[src/rtl/counter_seq_pkg.sv]
// ----------------------------------------------------------------------------
// counter_seq_pkg: command op encodings and FSM state type for counter_sequencer
// Rev 1.0
// ----------------------------------------------------------------------------
`default_nettype none

package counter_seq_pkg;

  localparam logic [1:0] OP_NOP   = 2'b00;
  localparam logic [1:0] OP_LOAD  = 2'b01;
  localparam logic [1:0] OP_RUN   = 2'b10;
  localparam logic [1:0] OP_ABORT = 2'b11;

  typedef enum logic [1:0] {
    ST_IDLE = 2'd0,
    ST_LOAD = 2'd1,
    ST_RUN  = 2'd2,
    ST_DONE = 2'd3
  } state_e;

endpackage

`default_nettype wire

[src/rtl/tick_prescaler.sv]
// ----------------------------------------------------------------------------
// tick_prescaler: free-running divider producing one tick every (period+1) clocks
// Rev 1.0
// ----------------------------------------------------------------------------
`default_nettype none

module tick_prescaler #(
  parameter int PRESC_W = 8
) (
  input  logic               clk,
  input  logic               rst,
  input  logic [PRESC_W-1:0] period_i,
  input  logic               clear_i,
  input  logic               run_i,
  output logic               tick_o
);

  logic [PRESC_W-1:0] presc_q;
  logic [PRESC_W-1:0] presc_d;

  assign tick_o = run_i && (presc_q == period_i);

  always_comb begin
    presc_d = presc_q;
    if (clear_i) begin
      presc_d = '0;
    end else if (run_i) begin
      presc_d = tick_o ? '0 : presc_q + 1'b1;
    end
  end

  always_ff @(posedge clk or posedge rst) begin
    if (rst) begin
      presc_q <= '0;
    end else begin
      presc_q <= presc_d;
    end
  end

endmodule

`default_nettype wire

[src/rtl/counter_sequencer.sv]
// ----------------------------------------------------------------------------
// counter_sequencer: host-command FSM driving a counter's load/enable controls
// Rev 1.0
// ----------------------------------------------------------------------------
`default_nettype none

module counter_sequencer
  import counter_seq_pkg::*;
#(
  parameter int WIDTH   = 8,
  parameter int PRESC_W = 8
) (
  input  logic               clk,
  input  logic               rst,
  input  logic               cmd_valid,
  output logic               cmd_ready,
  input  logic [1:0]         cmd_op,
  input  logic [WIDTH-1:0]   cmd_data,
  input  logic [PRESC_W-1:0] cmd_period,
  input  logic [WIDTH-1:0]   cnt_value,
  output logic               cnt_load,
  output logic [WIDTH-1:0]   cnt_load_val,
  output logic               cnt_en,
  output logic               busy,
  output logic               done,
  output logic               err
);

  state_e             state_q,    state_d;
  logic [WIDTH-1:0]   load_val_q, load_val_d;
  logic [WIDTH-1:0]   target_q,   target_d;
  logic [PRESC_W-1:0] period_q,   period_d;
  // One extra bit so the watchdog can hold the full 2^WIDTH enable count.
  logic [WIDTH:0]     wd_q,       wd_d;

  logic w_accept;
  logic w_match;
  logic w_abort;
  logic w_tick;
  logic w_presc_clear;
  logic w_presc_run;

  assign cmd_ready     = !rst && (state_q == ST_IDLE || state_q == ST_RUN);
  assign w_accept      = cmd_valid && cmd_ready;
  assign w_match       = (cnt_value == target_q);
  assign w_abort       = w_accept && (state_q == ST_RUN) && (cmd_op == OP_ABORT);
  assign w_presc_clear = w_accept && (state_q == ST_IDLE) && (cmd_op == OP_RUN);
  assign w_presc_run   = (state_q == ST_RUN) && !w_match;

  tick_prescaler #(
    .PRESC_W (PRESC_W)
  ) u_presc (
    .clk      (clk),
    .rst      (rst),
    .period_i (period_q),
    .clear_i  (w_presc_clear),
    .run_i    (w_presc_run),
    .tick_o   (w_tick)
  );

  assign cnt_load     = (state_q == ST_LOAD);
  assign cnt_load_val = load_val_q;
  assign busy         = (state_q != ST_IDLE);
  assign done         = (state_q == ST_DONE);

  always_comb begin
    state_d    = state_q;
    load_val_d = load_val_q;
    target_d   = target_q;
    period_d   = period_q;
    wd_d       = wd_q;
    cnt_en     = 1'b0;
    err        = 1'b0;
    case (state_q)
      ST_IDLE: begin
        if (w_accept) begin
          case (cmd_op)
            OP_LOAD: begin
              load_val_d = cmd_data;
              state_d    = ST_LOAD;
            end
            OP_RUN: begin
              target_d = cmd_data;
              period_d = cmd_period;
              wd_d     = '0;
              state_d  = ST_RUN;
            end
            default: ;
          endcase
        end
      end
      ST_LOAD: state_d = ST_DONE;
      ST_RUN: begin
        // Any non-abort command is rejected but the run keeps going.
        err = w_accept && (cmd_op != OP_ABORT);
        if (w_abort) begin
          state_d = ST_IDLE;
        end else if (w_match) begin
          state_d = ST_DONE;
        end else if (wd_q[WIDTH]) begin
          err     = 1'b1;
          state_d = ST_IDLE;
        end else if (w_tick) begin
          cnt_en = 1'b1;
          wd_d   = wd_q + 1'b1;
        end
      end
      ST_DONE: state_d = ST_IDLE;
      default: state_d = ST_IDLE;
    endcase
  end

  always_ff @(posedge clk or posedge rst) begin
    if (rst) begin
      state_q    <= ST_IDLE;
      load_val_q <= '0;
      target_q   <= '0;
      period_q   <= '0;
      wd_q       <= '0;
    end else begin
      state_q    <= state_d;
      load_val_q <= load_val_d;
      target_q   <= target_d;
      period_q   <= period_d;
      wd_q       <= wd_d;
    end
  end

endmodule

`default_nettype wire

[config.mk]
export PLATFORM = sky130hd
export DESIGN_NAME = counter_sequencer
export DESIGN_NICKNAME = d
export VERILOG_FILES = /design/src/rtl/counter_seq_pkg.sv /design/src/rtl/tick_prescaler.sv /design/src/rtl/counter_sequencer.sv
export SDC_FILE = /design/constraint.sdc
export NUM_CORES = 1
export LEC_CHECK = 0
export ABC_AREA = 1
export CAP_MARGIN = 10
export CORE_ASPECT_RATIO = 1.1
export CORE_MARGIN = 5
export CORE_UTILIZATION = 54
export DETAILED_ROUTE_END_ITERATION = 7
export DONT_BUFFER_PORTS = 1
export GPL_ROUTABILITY_DRIVEN = 0
export PLACE_DENSITY = 0.69
export SLEW_MARGIN = 5
export SYNTH_ARGS = -nofsm -noshare
export SYNTH_HDL_FRONTEND = slang
export SYNTH_HIERARCHICAL = 1
export SYNTH_SLANG_ARGS = --single-unit
[constraint.sdc]
create_clock -name clk -period 3.4 [get_ports clk]
set_clock_uncertainty 0.2 [all_clocks]
set_input_delay 0.68 -clock clk [delete_from_list [all_inputs] [get_ports clk]]
set_output_delay 0.68 -clock clk [all_outputs]
set_load 0.005 [all_outputs]
==> results by group, run 1 <==
Clock tree
  • Root buf cell: clkbuf_8
  • CTS tree: yes
  • Clock Path Buffers: 2
  • Max H-tree Level: 2
  • Total CTS buffers: 5
  • Sink Count: 43
  • Clock Pin Slew Worst Setup and Hold Paths: 0.09 ns
  • CTS Hold Buffers Added: 0
  • Post-CTS Resized: 0
  • Post-CTS setup buffer count: 0
  • Worst-skew pair later-pin latency: 0.30 ns

Worst setup path
  • Most used cell, CP: inv_1
  • Slowest CP cell: dfrtp_1
  • Critical path peak fanout: 9
  • CP Class: register to output pin
  • CP Data Required Time: approximately 2.5 ns
  • Reg2reg setup slack: 0.75 ns
  • Crit path cell chain: inv_2 -> nor2_4 -> inv_1 -> a21oi_1 -> nand4_1 -> nor4_1 -> nand3_1 -> inv_1
  • Worst r2r path cells: 13
  • Worst Path Arrival: 2.03 ns
  • Crit start category: register
  • End of the worst register-to-register path: wd_q[5]$_DFFE_PP0P_
  • Worst setup EP type: output pin
  • Crit-path max cell delay: about 0.49 ns
  • RR Startpoint: state_q[1]$_DFFE_PP0P_

Finish
  • Share of layout cells above drive strength 1: slightly below 10%
  • # fillers: 441
  • Net count reported at finish: 408
  • Finished Layout Cells: 434
  • Final design utilization: 59.6%
  • Design area: about 2800 µm²
  • Syn-to-layout area delta: 5.99%
  • # diodes: 0

Global route
  • Number of global-route vias before repair: 2,195
  • Initial antenna violation count: 0
  • Largest net degree at the start of global routing: 36
  • First-pass GRT wire length: about 9900 µm
  • Remaining Overflow, GRT: 0
  • GRT Resource Usage Total: 18.6%

Synthesis
  • Post-Syn Area: 2630 µm²
  • Count of different cell masters after synthesis: 30
  • Cells after Synth: 373
  • #FFs+latches synth: 43
  • Syn nets: 404
  • Seq/Total Area, Yosys: 40.9%
  • Ys Warns: 6
  • Syn_area_per_cell: between 7 and 8 µm²

Place
  • # placed instances: 426
  • DP HPWL: ~4200 µm
  • Area after DPL: 2680 µm²
  • PortBufs: 0

Pwr
  • Reg power frac: 42.0%
  • VDD IR-drop max: 0.433 mV
  • Switching share of total power: 41.9%
  • Leakage: 1.43 nW
  • Clock group share of total power: 20.3%
  • Power density cells: 714 nW/µm²
  • P_int: 1.16 mW
  • Logic pwr share: a little under two fifths
  • NetSw: 0.834 mW

Detailed routing
  • Vias per inst: just over 5
  • WL per Instance: 12.7 µm
  • Vias: 2,238
  • 1st-iter DRT viols: 124
  • Drt first pass iters: 5
  • Routed WL: 5530 µm
  • DRC: 0
  • Antenna viol nets, final: 0

Timing
  • RSZ-0062 raised after global routing: false
  • Slew Limit Fails: 0
  • Worst relative slew slack: 48.6%
  • Final Hold Vio Count: 0
  • TNS Setup: 0 ns
  • Count of final setup violators: 0
  • Slew @ Worst Pin: 0.765 ns
  • Min cycle time layout: 2.91 ns
  • Min Hold Slack: 0.00117 ns
  • Max Clk Rate: 343 MHz
  • Period utilization: between 80% and 90%

Floorplanning
  • Row Count: 26
  • Core Footprint: 4680 µm²
  • IO Pins: between 40 and 50
  • Chip height: between 80 and 90 µm
  • Die ar.: 6380 µm²
  • Initial Util: a little under three fifths
  • Die width: 76.6 µm

Min path
  • Worst Hold Class: primary input to async pin

Flow run
  • Max Cap Violations: 0

Outcome
  • Run status: finished, final reports clean
## cells in the mapped netlist, drive strengths merged
master	instances	area share, %
nand2	145	21
xnor2	7	2.3
nand4	12	3.1
nor3	1	0.38
nand3b	3	0.86
o21ai	24	5.3
xor2	5	1.7
or2	1	0.24
inv	64	9.2
ha	2	0.95
dfrtp	43	41
buf	5	1.5
nor4	2	1.0
nand3	19	3.8
nor2	32	5.4
a21oi	7	1.8
o211ai	1	0.29
## power groups by stage
stage | logic [mW] | registers [mW] | clock network (mW)
after CTS | 0.757 | 0.838 | 0.416
after detailed placement | 0.750 | 0.844 | 0
after floorplan | 0.643 | 0.801 | 0
after global placement | 0.735 | 0.839 | 0
after global routing | 0.867 | 0.865 | 0.439
final | 0.752 | 0.837 | 0.404
## flip-flops by register name (all words and copies together), names as in the netlist
| register | count |
|---|---|
| cnt_load_val | 8 |
| state_q | 2 |
| u_presc/presc_q | 8 |
| wd_q | 9 |
| period_q | 8 |
| target_q | 8 |
## how the worst max path moves through the flow
stage / depth (start not counted) / to / slack, ns / from
6_report: 8 / cnt_en / 0.49 / state_q[1]$_DFFE_PP0P_
5_1_grt: 8 / cnt_en / 0.28 / state_q[1]$_DFFE_PP0P_
4_1_cts: 8 / cnt_en / 0.48 / state_q[1]$_DFFE_PP0P_
3_5_place_dp: 13 / wd_q[4]$_DFFE_PP0P_ / 0.68 / cnt_value[3]
3_3_place_gp: 13 / wd_q[2]$_DFFE_PP0P_ / 0.72 / cnt_value[3]
2_1_floorplan: 10 / cnt_en / 0.71 / cnt_value[1]
## layout make-up
cell class	count	area [µm²]	share of cell area, %
inverters	64	243	8.70
multi-input cells	261	1270	45.7
clock buffers	5	68.8	2.47
repair buffers	2	15.0	0.538
flip-flops and latches	43	1080	38.5
well taps	56	70.1	2.51
clock inverters	3	43.8	1.57
## critical path, delay by kind of cell, from the launching register on
family	cells	cell delay (ns)
and+or+nand+nor	4	0.73
buffers and inverters	3	0.33
AOI/OAI and AO/OA	1	0.18
DFF	1	0.49
## through the flow
stage	power, mW	setup slack (ns)
final	1.99	0.487
after global routing	2.17	0.277
after CTS	2.01	0.481
after detailed placement	1.59	0.679
after global placement	1.57	0.719
after floorplan	1.44	0.705
## metal layers
layer	global-route usage, %	vias to the layer above	wire [µm]
met1	23.2	1027	2360
met2	31.6	51	2750
met4	4.45	0	59
met3	5.41	6	361
met5	0	-	0
li1	-	1154	-
## placed cells by master, fill, tap and decap left out
master / count
xnor2_1: 7
bufinv_16: 1
nand4_1: 11
nor4_4: 1
or2_2: 1
dfrtp_1: 43
nor4_1: 1
nor2_2: 3
inv_2: 5
nand4_2: 1
o21ai_0: 19
buf_4: 2
inv_4: 1
o211ai_1: 1
a21oi_1: 6
nand2_4: 1
nor2_1: 27
clkinv_2: 1
nand3_2: 1
xor2_1: 5
nor3_2: 1
nand3_1: 18
a21oi_4: 1
ha_1: 2
nand3b_1: 3
nand2_2: 4
clkbuf_8: 5
o21ai_2: 5
nand2_1: 140
clkinv_4: 1
inv_1: 58
nor2_4: 2
## cells by family after synthesis
family | Yosys count | share of synthesized area [%]
and+or+nand+nor | 215 | 36.2
buffers and inverters | 69 | 10.7
AOI/OAI and AO/OA | 32 | 7.32
xor gates and xnor gates | 12 | 3.99
DFF | 43 | 40.9
adders and majority gates | 2 | 0.950
No activity file was read; power rests on OpenSTA's default activity.
==> inputs of run 2 (changes only) <==
--- a/config.mk
+++ b/config.mk
@@ -13,7 +13,9 @@
 export DETAILED_ROUTE_END_ITERATION = 7
 export DONT_BUFFER_PORTS = 1
 export GPL_ROUTABILITY_DRIVEN = 0
+export HOLD_SLACK_MARGIN = 0.05
 export PLACE_DENSITY = 0.69
+export SETUP_SLACK_MARGIN = 0.02
 export SLEW_MARGIN = 5
 export SYNTH_ARGS = -nofsm -noshare
 export SYNTH_HDL_FRONTEND = slang
==> run 2 against run 1 <==
- critical endpoint unchanged
- die area unchanged
- fmax increased by 0.17%
- via count about the same
- sequential power about the same
- largest cell class unchanged
- clock power about the same
- setup slack improved by 0.0050 ns
==> results by group, run 2 (synthesis gave the netlist of run 1 again) <==
Pwr
  • Total Power: 1.99 mW (about the same)
  • Switching share of total power: 41.8% (was 41.9%)
  • P_int: 1.16 mW (about the same)
  • Reg power frac: 42.0% (about the same)
  • Power density cells: 711 nW/µm² (was 714 nW/µm²)
  • Logic pwr share: 37.8% (was 37.7%)
  • VDD IR-drop max: 0.432 mV (was 0.433 mV)
  • NetSw: 0.832 mW (was 0.834 mW)
  • Clock group share of total power: 20.2% (was 20.3%)
  • Leakage: 1.44 nW (was 1.43 nW)

Worst setup path
  • CP Data Required Time: 2.52 ns (about the same)
  • Crit path cell chain: inv_2 -> nor2_4 -> inv_1 -> a21oi_1 -> nand4_1 -> nor4_1 -> nand3_1 -> inv_1 (unchanged)
  • Slowest CP cell: dfrtp_1 (unchanged)
  • CP startpoint: state_q[1]$_DFFE_PP0P_ (unchanged)
  • Buf+Inv Stages, Crit Path: 3 (unchanged)
  • WP depth: 8 (unchanged)
  • Crit start category: register (unchanged)
  • Most used cell, CP: inv_1 (unchanged)
  • CP Class: register to output pin (unchanged)
  • Worst Path Arrival: 2.03 ns (about the same)
  • Crit-path max cell delay: 0.49 ns (about the same)
  • Critical path peak fanout: 9 (unchanged)
  • RR Startpoint: state_q[1]$_DFFE_PP0P_ (unchanged)
  • Worst r2r path cells: 13 (unchanged)
  • Largest delay share family, worst path: simple AND/OR/NAND/NOR gates (unchanged)
  • Worst setup EP type: output pin (unchanged)

Detailed routing
  • Antenna viol nets, final: 0 (unchanged)
  • DRC: 0 (unchanged)
  • Vias: 2,239 (was 2,238)
  • Vias per inst: 5.15 (was 5.16)
  • 1st-iter DRT viols: 148 (was 124)
  • Routed WL: 5510 µm (was 5530 µm)
  • WL per Instance: 12.7 µm (about the same)
  • Drt first pass iters: 4 (was 5)

Clock tree
  • Max H-tree Level: 2 (unchanged)
  • Root buf cell: clkbuf_8 (unchanged)
  • Clock Path Buffers: 2 (unchanged)
  • Total CTS buffers: 5 (unchanged)
  • Sink Count: 43 (unchanged)
  • CTS tree: yes (unchanged)
  • Worst-skew pair later-pin latency: 0.29 ns (was 0.30 ns)
  • Clock Pin Slew Worst Setup and Hold Paths: 0.08 ns (was 0.09 ns)

Finish
  • Largest register by flop count: wd_q (unchanged)
  • # diodes: 0 (unchanged)
  • Share of layout cells above drive strength 1: 9.76% (was 9.79%)
  • Net count reported at finish: 409 (was 408)
  • Most common cell after layout, fill and taps aside: nand2_1 (unchanged)
  • Design area: 2800 µm² (was 2790 µm²)
  • Max reg flops: 9 (unchanged)
  • Syn-to-layout area delta: 6.37% (was 5.99%)
  • Final design utilization: 59.8% (was 59.6%)
  • Most frequent cells in the layout: 140 x nand2_1, 58 x inv_1, 43 x dfrtp_1 (unchanged)

Timing
  • Final Hold Vio Count: 0 (unchanged)
  • Worst relative slew slack: 49.3% (was 48.6%)
  • Count of final setup violators: 0 (unchanged)
  • RSZ-0062 raised after global routing: false (unchanged)
  • Min cycle time layout: 2.91 ns (about the same)
  • Slew Limit Fails: 0 (unchanged)
  • TNS Setup: 0 ns (unchanged)
  • Period utilization: 85.5% (was 85.7%)
  • Slew @ Worst Pin: 0.755 ns (was 0.765 ns)
  • Max Clk Rate: 344 MHz (was 343 MHz)

Floorplanning
  • Row Count: 26 (unchanged)
  • IO Pins: 43 (unchanged)
  • Core Footprint: 4680 µm² (unchanged)
  • Chip height: 83.2 µm (unchanged)
  • Die width: 76.6 µm (unchanged)
  • Initial Util: 56.2% (unchanged)
  • Die ar.: 6380 µm² (unchanged)

Flow run
  • Max Cap Violations: 0 (unchanged)

Global route
  • Initial antenna violation count: 0 (unchanged)
  • GRT Resource Usage Total: 18.6% (about the same)
  • Remaining Overflow, GRT: 0 (unchanged)
  • Largest net degree at the start of global routing: 36 (unchanged)
  • First-pass GRT wire length: 9920 µm (was 9900 µm)
  • Number of global-route vias before repair: 2,201 (was 2,195)

Min path
  • Worst Hold Class: primary input to async pin (unchanged)

Place
  • Area after DPL: 2680 µm² (unchanged)
  • PortBufs: 0 (unchanged)
  • DP HPWL: 4160 µm (unchanged)

Outcome
  • Run status: finished, final reports clean (unchanged)
==> run 2: cell types whose count changed in the layout (fill, tap and decap cells not counted), sizes merged <==
cell | before | now
dlygate4sd3 | 0 | 1
==> run 2: repair_timing <==
action                    in CTS  in global routing
hold endpoints to repair       8                  0
setup buffers                  0                  0
resized for setup              0                  0
hold buffers                   1                  0
==> run 2: path summary, 6_finish.rpt <==
path / slack, ns / to
worst min-delay path: 0.16 / wd_q[1]$_DFFE_PP0P_
worst max register to register: 0.75 / wd_q[4]$_DFFE_PP0P_
worst max-delay path: 0.49 / cnt_en
min in group clk: 0.28 / period_q[4]$_DFFE_PP0P_
max in group asynchronous: 2.16 / u_presc/presc_q[7]$_DFFE_PP0P_
worst min register to register: 0.31 / target_q[6]$_DFFE_PP0P_
==> run 2: metrics by stage <==
step | instances | hold WS (ns) | setup slack (ns)
final | 435 | 0.163 | 0.492
after global routing | 435 | 0.206 | 0.277
after detailed placement | 426 | 0.290 | 0.679
after floorplan | 373 | 0.267 | 0.705
after CTS | 435 | 0.169 | 0.481
after global placement | 426 | 0.288 | 0.719
==> run 2: area by class of cell <==
class,count,area [µm²]
sequential,43,1080
clock inverter,3,43.8
timing repair buffer,3,25.0
inverter,64,243
tap,56,70.1
fill,440,1880
clock buffer,5,68.8
multi-input combinational,261,1270
==> run 2: metal layers <==
metal,routed length (µm),GRT usage [%]
met1,2330,23.3
met2,2750,31.6
met3,376,5.41
met4,50,4.45
met5,0,0
==> run 2: power groups by stage <==
| stage | Clock (mW) | Sequential, mW | Combinational (mW) |
|---|---|---|---|
| after floorplan | 0 | 0.801 | 0.643 |
| after global placement | 0 | 0.839 | 0.735 |
| after detailed placement | 0 | 0.844 | 0.750 |
| after CTS | 0.416 | 0.838 | 0.758 |
| after global routing | 0.439 | 0.865 | 0.868 |
| final | 0.402 | 0.837 | 0.753 |
